--- src/rtl/lc3_pipe_if.sv ---
// lc3_pipe_if
//   Bundles the signals between the LC-3 pipeline sequencer and the datapath.
//   master : the sequencer. It samples the execute-stage instruction, the
//            condition codes and the memory handshake, and it drives the
//            stage enables, br_taken and mem_state.
//   slave  : the datapath side, which is the mirror image of master.
//   Signals:
//     ir_e[15:0], nzp_e[2:0], psr[2:0], complete_data       datapath -> sequencer
//     enable_updatePC/fetch/decode/execute/writeback,
//     br_taken, mem_state[1:0]                              sequencer -> datapath
interface lc3_pipe_if;
  logic [15:0] ir_e;
  logic [2:0]  nzp_e;
  logic [2:0]  psr;
  logic        complete_data;
  logic        enable_updatePC;
  logic        enable_fetch;
  logic        enable_decode;
  logic        enable_execute;
  logic        enable_writeback;
  logic        br_taken;
  logic [1:0]  mem_state;

  modport master (
    input  ir_e, nzp_e, psr, complete_data,
    output enable_updatePC, enable_fetch, enable_decode, enable_execute,
           enable_writeback, br_taken, mem_state
  );

  modport slave (
    output ir_e, nzp_e, psr, complete_data,
    input  enable_updatePC, enable_fetch, enable_decode, enable_execute,
           enable_writeback, br_taken, mem_state
  );
endinterface

--- src/rtl/lc3_pipe_controller.sv ---
// lc3_pipe_controller
//   Central sequencer for the five-stage LC-3 pipeline. It fills the pipe
//   after reset. It freezes the pipe while a memory-access instruction walks
//   the data-memory unit through its read, indirect and write states. It also
//   freezes fetch and decode for BR_BUBBLES cycles while a BR or JMP resolves.
//   Ports:
//     clock  : system clock, rising edge
//     reset  : synchronous, active-high
//     pipe   : lc3_pipe_if.master (instruction, condition codes, memory
//              handshake in; stage enables, br_taken, mem_state out)
//   Every output is a flop. The values loaded at an edge come from the state
//   and the inputs sampled at that edge. Input-dependent events therefore
//   show up one cycle after the inputs are sampled: the writeback pulse when
//   a read completes, and br_taken.
//
//   state | meaning
//   ------+-----------------------------------------------------------------
//   FILL  | pipeline fill after reset, stages switched on one per cycle
//   RUN   | all stages enabled, instruction in execute is classified
//   MEM   | pipe frozen, data-memory access walks READ/INDIRECT/WRITE/IDLE
//   BRW   | fetch/decode frozen while a BR/JMP resolves
module lc3_pipe_controller #(
  parameter int unsigned BR_BUBBLES = 2
) (
  input logic         clock,
  input logic         reset,
  lc3_pipe_if.master  pipe
);

  typedef enum logic [1:0] {FILL, RUN, MEM, BRW} state_t;

  localparam logic [1:0] MS_READ  = 2'd0;
  localparam logic [1:0] MS_IND   = 2'd1;
  localparam logic [1:0] MS_WRITE = 2'd2;
  localparam logic [1:0] MS_IDLE  = 2'd3;

  localparam logic [3:0] OP_BR  = 4'b0000;
  localparam logic [3:0] OP_LD  = 4'b0010;
  localparam logic [3:0] OP_ST  = 4'b0011;
  localparam logic [3:0] OP_LDR = 4'b0110;
  localparam logic [3:0] OP_STR = 4'b0111;
  localparam logic [3:0] OP_LDI = 4'b1010;
  localparam logic [3:0] OP_STI = 4'b1011;
  localparam logic [3:0] OP_JMP = 4'b1100;

  localparam logic [2:0] BR_LOAD = 3'(BR_BUBBLES);

  // Enable vectors are packed {updatePC, fetch, decode, execute, writeback}.
  localparam logic [4:0] EN_ALL  = 5'b11111;
  localparam logic [4:0] EN_NONE = 5'b00000;

  state_t     state_q, state_d;
  logic [1:0] fill_cnt_q, fill_cnt_d;
  logic [2:0] br_cnt_q, br_cnt_d;
  logic       ind_store_q, ind_store_d;
  logic [4:0] en_q, en_d;
  logic       br_q, br_d;
  logic [1:0] mem_q, mem_d;

  logic [3:0] opcode;
  logic       taken;

  assign opcode = pipe.ir_e[15:12];
  assign taken  = |(pipe.nzp_e & pipe.psr);

  always_ff @(posedge clock) begin
    if (reset) begin
      state_q     <= FILL;
      fill_cnt_q  <= 2'd0;
      br_cnt_q    <= 3'd0;
      ind_store_q <= 1'b0;
      en_q        <= EN_NONE;
      br_q        <= 1'b0;
      mem_q       <= MS_IDLE;
    end else begin
      state_q     <= state_d;
      fill_cnt_q  <= fill_cnt_d;
      br_cnt_q    <= br_cnt_d;
      ind_store_q <= ind_store_d;
      en_q        <= en_d;
      br_q        <= br_d;
      mem_q       <= mem_d;
    end
  end

  always_comb begin
    state_d     = state_q;
    fill_cnt_d  = fill_cnt_q;
    br_cnt_d    = br_cnt_q;
    ind_store_d = ind_store_q;
    en_d        = EN_NONE;
    br_d        = 1'b0;
    mem_d       = MS_IDLE;

    case (state_q)
      FILL: begin
        // fill_cnt_q holds the fill step (k) whose enables are loaded at this edge.
        en_d = {1'b1, 1'b1, fill_cnt_q >= 2'd1, fill_cnt_q >= 2'd2, fill_cnt_q == 2'd3};
        if (fill_cnt_q == 2'd3) state_d = RUN;
        else                    fill_cnt_d = fill_cnt_q + 2'd1;
      end

      RUN: begin
        en_d = EN_ALL;
        if (en_q[1]) begin
          case (opcode)
            OP_LD, OP_LDR: begin
              state_d = MEM;
              en_d    = EN_NONE;
              mem_d   = MS_READ;
            end
            OP_ST, OP_STR: begin
              state_d = MEM;
              en_d    = EN_NONE;
              mem_d   = MS_WRITE;
            end
            OP_LDI, OP_STI: begin
              state_d     = MEM;
              en_d        = EN_NONE;
              mem_d       = MS_IND;
              ind_store_d = (opcode == OP_STI);
            end
            OP_BR, OP_JMP: begin
              state_d  = BRW;
              br_cnt_d = BR_LOAD;
              en_d     = 5'b00001;
              // With a single bubble the entry cycle is already the resolve cycle.
              if (BR_LOAD == 3'd1) begin
                en_d[4] = 1'b1;
                br_d    = taken;
              end
            end
            default: ;
          endcase
        end
      end

      MEM: begin
        mem_d = mem_q;
        case (mem_q)
          MS_READ: if (pipe.complete_data) begin
            mem_d   = MS_IDLE;
            en_d[0] = 1'b1;
          end
          MS_WRITE: if (pipe.complete_data) mem_d = MS_IDLE;
          MS_IND: if (pipe.complete_data) mem_d = ind_store_q ? MS_WRITE : MS_READ;
          default: begin
            // IDLE is the one-cycle tail of an access; a stray handshake here is ignored.
            state_d = RUN;
            en_d    = EN_ALL;
            mem_d   = MS_IDLE;
          end
        endcase
      end

      BRW: begin
        if (br_cnt_q == 3'd1) begin
          state_d = RUN;
          en_d    = EN_ALL;
        end else begin
          br_cnt_d = br_cnt_q - 3'd1;
          if (br_cnt_q == 3'd2) begin
            en_d[4] = 1'b1;
            br_d    = taken;
          end
        end
      end

      default: state_d = FILL;
    endcase
  end

  assign pipe.enable_updatePC  = en_q[4];
  assign pipe.enable_fetch     = en_q[3];
  assign pipe.enable_decode    = en_q[2];
  assign pipe.enable_execute   = en_q[1];
  assign pipe.enable_writeback = en_q[0];
  assign pipe.br_taken         = br_q;
  assign pipe.mem_state        = mem_q;

endmodule

--- src/flat_wrapper.sv ---
// flat-port wrapper written by rule: the top's interface ports become plain ports
module lc3_pipe_controller_flat 
#(
  parameter int unsigned BR_BUBBLES = 2
)
  (clock, reset, pipe_ir_e, pipe_nzp_e, pipe_psr, pipe_complete_data, pipe_enable_updatePC, pipe_enable_fetch, pipe_enable_decode, pipe_enable_execute, pipe_enable_writeback, pipe_br_taken, pipe_mem_state);
  lc3_pipe_if pipe_i ();
  input logic clock;
  input logic reset;
  input wire logic [$bits(pipe_i.ir_e)-1:0] pipe_ir_e;
  input wire logic [$bits(pipe_i.nzp_e)-1:0] pipe_nzp_e;
  input wire logic [$bits(pipe_i.psr)-1:0] pipe_psr;
  input wire logic [$bits(pipe_i.complete_data)-1:0] pipe_complete_data;
  output wire logic [$bits(pipe_i.enable_updatePC)-1:0] pipe_enable_updatePC;
  output wire logic [$bits(pipe_i.enable_fetch)-1:0] pipe_enable_fetch;
  output wire logic [$bits(pipe_i.enable_decode)-1:0] pipe_enable_decode;
  output wire logic [$bits(pipe_i.enable_execute)-1:0] pipe_enable_execute;
  output wire logic [$bits(pipe_i.enable_writeback)-1:0] pipe_enable_writeback;
  output wire logic [$bits(pipe_i.br_taken)-1:0] pipe_br_taken;
  output wire logic [$bits(pipe_i.mem_state)-1:0] pipe_mem_state;
  assign pipe_i.ir_e = pipe_ir_e;
  assign pipe_i.nzp_e = pipe_nzp_e;
  assign pipe_i.psr = pipe_psr;
  assign pipe_i.complete_data = pipe_complete_data;
  assign pipe_enable_updatePC = pipe_i.enable_updatePC;
  assign pipe_enable_fetch = pipe_i.enable_fetch;
  assign pipe_enable_decode = pipe_i.enable_decode;
  assign pipe_enable_execute = pipe_i.enable_execute;
  assign pipe_enable_writeback = pipe_i.enable_writeback;
  assign pipe_br_taken = pipe_i.br_taken;
  assign pipe_mem_state = pipe_i.mem_state;
  lc3_pipe_controller #(.BR_BUBBLES(BR_BUBBLES)) u_core (.clock(clock), .reset(reset), .pipe(pipe_i));
endmodule
--- config.mk ---
export PLATFORM = sky130hd
export DESIGN_NAME = lc3_pipe_controller_flat
export DESIGN_NICKNAME = d
export VERILOG_FILES = /design/src/rtl/lc3_pipe_if.sv /design/src/rtl/lc3_pipe_controller.sv /design/src/flat_wrapper.sv
export SDC_FILE = /design/constraint.sdc
export NUM_CORES = 1
export LEC_CHECK = 0
export CORE_ASPECT_RATIO = 1.5
export CORE_MARGIN = 4
export CORE_UTILIZATION = 48
export DETAILED_ROUTE_END_ITERATION = 16
export HOLD_SLACK_MARGIN = 0.15
export PLACE_DENSITY_LB_ADDON = 0.15
export SYNTH_ARGS = -nofsm -noshare
export SYNTH_HDL_FRONTEND = slang
export SYNTH_SLANG_ARGS = --single-unit
--- constraint.sdc ---
create_clock -name clock -period 4.6 [get_ports clock]
set_input_delay 0.92 -clock clock [delete_from_list [all_inputs] [get_ports clock]]
set_output_delay 0.92 -clock clock [all_outputs]
set_load 0.05 [all_outputs]
# Word level (Yosys, flattened, before mapping)
# Index checks and enable logic that the tools add are counted.
[op_classes]
addsub = 2
muxes = 26
eq_ne = 24
order_cmp = 2
multipliers = 0
bitwise = 4
reduce_logical = 19
n_div = 0
shifts = 0
[ops]
columns = ["op", "n"]
rows = [
  ["case mux 5 bit (4 select lines)", 1],
  ["two-way mux 2 bit", 8],
  ["== test 4 bit, second input constant", 3],
  ["case mux 2 bit (2 select lines)", 3],
  ["OR reduction 2 bit", 6],
  ["case mux 5 bit (2 select lines)", 1],
  ["two-way mux 3 bit", 3],
  ["!= test 3 bit, second input constant", 3],
  ["== test 2 bit, second input constant", 4],
  ["== test 4 x 2 -> 1 bit, second input constant", 2],
  ["== test 4 x 3 -> 1 bit, second input constant", 2],
  ["two-way mux 4 bit", 2],
  ["case mux 2 bit (4 select lines)", 1],
  ["!= test 2 x 1 -> 1 bit, second input constant", 3],
  ["!= test 2 bit, second input constant", 3],
  ["case mux 2 bit (3 select lines)", 1],
  ["case mux 3 bit (2 select lines)", 1],
  ["OR reduction 3 bit", 2],
  ["OR reduction 6 bit", 1],
  ["two-way mux 5 bit", 1],
  ["AND reduction 5 bit", 1],
  ["== test 2 x 1 -> 1 bit, second input constant", 2],
  ["logical NOT 2 bit", 2],
  ["logical NOT 4 bit", 1],
  ["15 further kinds", 20],
]
[word_totals]
romBits = 0
out_inout_bits = 8
latch_bits = 0
elab_cells = 84
mem_count = 0
input_bits = 25
ramBits = 0
ff_bits = 16

# Depth between registers and ports, before layout
[depth]
ltp_word = 5
ltp_mapped = 6
ltp_nobuf = 6

# Least setup slack after synthesis
# Ideal clock, no wire load.
[synth_timing]
kind = "input -> register"
from = "in pipe_ir_e[14]"
to = "reg u_core.mem_q[1], in the netlist u_core.pipe.mem_state[1]"
required_ns = 4.477
path_buffers = 0
stages = 4
t_arrival_ns = 1.706
path_slack_ns = 2.770
setup_time_ns = 0.123
path_cell_list = "and2_1 -> o21ai_0 -> a32oi_1 -> or2_2"
[synth_between]
elab_chain_len = 5
word_cells_on_any_way = 12
cone_classes = "eq/ne: 6; mux: 3; reduce/logical: 3"
[synth_lines]
columns = ["element", "line_no", "text"]
rows = [
  ["start, declared", "flat_wrapper.sv:10", "input wire logic [$bits(pipe_i.ir_e)-1:0] pipe_ir_e;"],
  ["== test 4 bit (tied with other cells)", "lc3_pipe_controller.sv:106", "case (opcode)"],
  ["OR reduction 2 bit", "lc3_pipe_controller.sv:106", ""],
  ["case mux 2 bit (3 select lines) (*)", "lc3_pipe_controller.sv:106", ""],
  ["two-way mux 2 bit (*)", "lc3_pipe_controller.sv:105", "if (en_q[1]) begin"],
  ["case mux 2 bit (2 select lines) (*)", "lc3_pipe_controller.sv:95", "case (state_q)"],
  ["end signal, assigned", "lc3_pipe_controller.sv:82", "mem_q <= mem_d;"],
  ["end, declared", "lc3_pipe_controller.sv:58", "logic [1:0] mem_q, mem_d;"],
]
# Mark *: on every way between the ends. The rest lies on a longest branch, timed or not.
# A chain may end at the register's enable or synchronous reset.

# Worst setup path after layout
[layout_timing]
from = "reg u_core.en_q[1]"
to = "out pipe_enable_execute"
[layout_rtl]
columns = ["element", "line_no", "text"]
rows = [
  ["start, declared", "lc3_pipe_controller.sv:56", "logic [4:0] en_q, en_d;"],
  ["start signal, assigned", "lc3_pipe_controller.sv:80", "en_q <= en_d;"],
  ["end, declared", "flat_wrapper.sv:17", "output wire logic [$bits(pipe_i.enable_execute)-1:0] pipe_enable_execute;"],
]
# No word-level cell between the ends.

==> run_results.csv <==
group,metric,value,unit
synth,synth.distinct_cells,34,
job,drv_cap,0,
power_and_ir_drop,leakage,0.500,nW
grt,grt_overflow,0,
setup_path,arrival,1580,ps
cts,cts_tree,"built",
route,drc,0,
cells_and_area,syn_to_final_growth,25.7,%
power_and_ir_drop,swShare,0.447,
sta,fin_tns_setup,0,ps
cells_and_area,final_area,1270,um^2
cts,path_clk_slew,100,ps
cells_and_area,layout_commonest_cell,"clkdlybuf4s50_1",
floorplan,ios,33,
power_and_ir_drop,combPwrFrac,0.555,
power_and_ir_drop,totalPowerFinal,687,uW
grt,antenna_found_initial,0,
power_and_ir_drop,p_clk_frac,0.138,
route,post_drt_wl_per_cell,13.5,um
floorplan,die_height,64.2,um
route,dr_wl_met2,1.13,mm
cts,h-tree-depth,1,
sta,period_needed,2500,ps
floorplan,std_cell_rows,20,
power_and_ir_drop,cell_internal_pwr,380,uW
cells_and_area,drive_gt1_frac,0.0963,
cts,cts_max_path_buffers,2,
sta,slew_violations,0,
cells_and_area,final_cells,157,
sta,worst_slew_margin_rel,0.615,
synth,syn_inst,112,
placed_design,place_congestion,0.803,
sta,setup_viol,0,
setup_path,crit_type,"flip-flop to output port",
placed_design,postPlaceCellArea,1240,um^2
synth,yosysWarnings,0,
setup_path,cp-startpoint,"u_core.en_q[1]",
synth,syn_area_per_cell,9.04,um^2
grt,grt_use_total,0.161,
synth,yosys.area_share.adder,0.161,
route,drt_pass1_iterations,4,
setup_path,cp-end-kind,"output port",
setup_path,path_cells,"clkdlybuf4s50_1",
setup_path,crit_required,3680,ps
route,postRouteAntennaNets,0,
setup_path,critPathBufInv,1,
sta,max_freq,401,MHz
min_path,hp-class,"flip-flop to flip-flop",
synth,synth_mux_area_frac,0,
cells_and_area,final_cell_mix,"clkdlybuf4s50_1 (20), dfxtp_1 (16), inv_1 (13), ha_1 (13), a21oi_1 (10)",
route,drt-met1-wl,834,um
synth,synth_compound_area_frac,0.271,
setup_path,r2r-start,"u_core.state_q[0]",
grt,grt_first_pass_wirelength,3.60,mm
route,detail_route.iter0.violations,24,
grt,grt_max_degree,15,
route,wl_met3,119,um
status,status,"completed",
synth,synth_xor_area_frac,0.0173,
setup_path,cpPeakStageDelay,850,ps
power_and_ir_drop,ir_drop,0.000337,V
synth,syn_area,1010,um^2
cts,cts_setup_buffers,0,
sta,rsz0062_at_grt,"no",
floorplan,initial_core_util,0.499,
floorplan,die_w,45.5,um
synth,ys_ff_latch,16,
placed_design,dp_hpwl,1.71,mm
cts,cts_repair_resize_count,0,
synth,synthSimpleGateAreaFrac,0.183,
min_path,worstHoldStart,"u_core.ind_store_q",
cts,clock-sinks,16,
cells_and_area,nNetsFinal,174,
route,top_layer,"met4",
setup_path,cp_slowest_cell,"clkdlybuf4s50_1",
synth,syn_nets,150,
sta,finClkSkew,5.68,ps
power_and_ir_drop,switchingPower,307,uW
floorplan,coreArea,2030,um^2
route,vias_per_cell,5.66,
power_and_ir_drop,seq_power_share,0.307,
cts,ctsHoldBuffers,0,
cts,root_buffer,"clkbuf_4",
setup_path,critPathTopFamily,"buffers and inverters",
route,wirelength,2.11,mm
power_and_ir_drop,cellPowerDensity,540,nW/um^2
setup_path,cp-start-kind,"flip-flop",
route,vias,888,
placed_design,portBuffers,20,
sta,worst_pin_slew,576,ps
sta,post-route-period-util,0.543,
grt,grt_pass1_vias,882,
cells_and_area,diodes,0,
cts,numCtsBuffers,3,
sta,hold_viol,0,
cts,clk_latency,290,ps
placed_design,placed_cells,153,
synth,yosysSeqAreaShare,0.316,
setup_path,cp_max_fo,6,
floorplan,die_area,2920,um^2
synth,synth_top_family_by_area,"compound AO/OA/AOI/OAI gates",
per-stage QoR:
stage	hold WS (ps)	util	setup slack [ps]
final	491	0.628	2100
after global routing	546	0.628	2050
after CTS	496	0.628	2100
after detailed placement	483	0.610	2090
after global placement	468	0.610	2130
after floorplan	454	-	2770
registers in the layout (all words and copies together), names as in the netlist:
name                   cells
u_core.br_cnt_q            3
u_core.en_q                5
u_core.fill_cnt_q          2
u_core.ind_store_q         1
u_core.pipe.br_taken       1
u_core.pipe.mem_state      2
u_core.state_q             2
cells by family (layout without fill, tap and decap cells):
family,after synthesis,in the layout
AO/OA/AOI/OAI,36,36
buffers and inverters,14,37
adder cells (fa/ha/maj),13,13
AND/OR/NAND/NOR,31,31
XOR/XNOR,2,2
flip-flops,16,16
path summary, 6_finish.rpt:
check | endpoint | slack (ps) | cells past startpoint
hold reg to reg | u_core.ind_store_q | 490 | 2
setup reg to reg | u_core.state_q[0] | 2720 | 6
setup / recovery | pipe_enable_execute | 2100 | 1
hold / removal | u_core.ind_store_q | 490 | 2
cell usage after synthesis:
| library cell | count | area (um^2) |
|---|---|---|
| a2111oi_4 | 1 | 27.5 |
| a211oi_1 | 1 | 7.51 |
| a211oi_2 | 2 | 25.0 |
| a21bo_1 | 1 | 10.0 |
| a21bo_2 | 1 | 10.0 |
| a21boi_0 | 2 | 15.0 |
| a21oi_1 | 10 | 50.1 |
| a221oi_1 | 1 | 8.76 |
| a221oi_2 | 1 | 15.0 |
| a222oi_1 | 1 | 10.0 |
| a31oi_1 | 5 | 31.3 |
| a32oi_1 | 1 | 8.76 |
| a41o_1 | 1 | 10.0 |
| and2_1 | 1 | 6.26 |
| and3_1 | 1 | 6.26 |
| and4b_1 | 1 | 10.0 |
| buf_1 | 1 | 3.75 |
| dfxtp_1 | 16 | 320 |
| ha_1 | 13 | 163 |
| inv_1 | 13 | 48.8 |
| nand2_1 | 4 | 15.0 |
| nand2b_1 | 2 | 12.5 |
| nand2b_4 | 1 | 13.8 |
| nand3_1 | 1 | 5.00 |
| nand3b_1 | 2 | 15.0 |
| nand4b_1 | 2 | 17.5 |
| nor2_1 | 7 | 26.3 |
| nor2b_1 | 5 | 31.3 |
| nor2b_2 | 1 | 8.76 |
| nor3_1 | 1 | 5.00 |
| o21a_1 | 2 | 15.0 |
| o21ai_0 | 6 | 30.0 |
| or2_2 | 2 | 12.5 |
| xnor2_1 | 2 | 17.5 |
per-layer routing:
metal  vias up  global-route usage
li1        445                   -
met1       412               0.172
met2        26               0.301
met3         5              0.0197
met4         0              0.0549
met5         -                   0
final cells by class:
class                           count  area, um^2
Clock buffer                        4        36.3
Fill cell                         177         754
Inverter                           13        48.8
Multi-Input combinational cell     82         639
Sequential cell                    16         320
Tap cell                           22        27.5
Timing Repair Buffer               20         200
power groups by stage:
| stage | logic (mW) | registers [mW] | clock network (mW) |
|---|---|---|---|
| after floorplan | 0.186 | 0.299 | 0 |
| after global placement | 0.377 | 0.213 | 0 |
| after detailed placement | 0.383 | 0.215 | 0 |
| after CTS | 0.384 | 0.212 | 0.0951 |
| after global routing | 0.415 | 0.217 | 0.0988 |
| final | 0.381 | 0.211 | 0.0948 |
No activity file was read; power rests on OpenSTA's default activity.
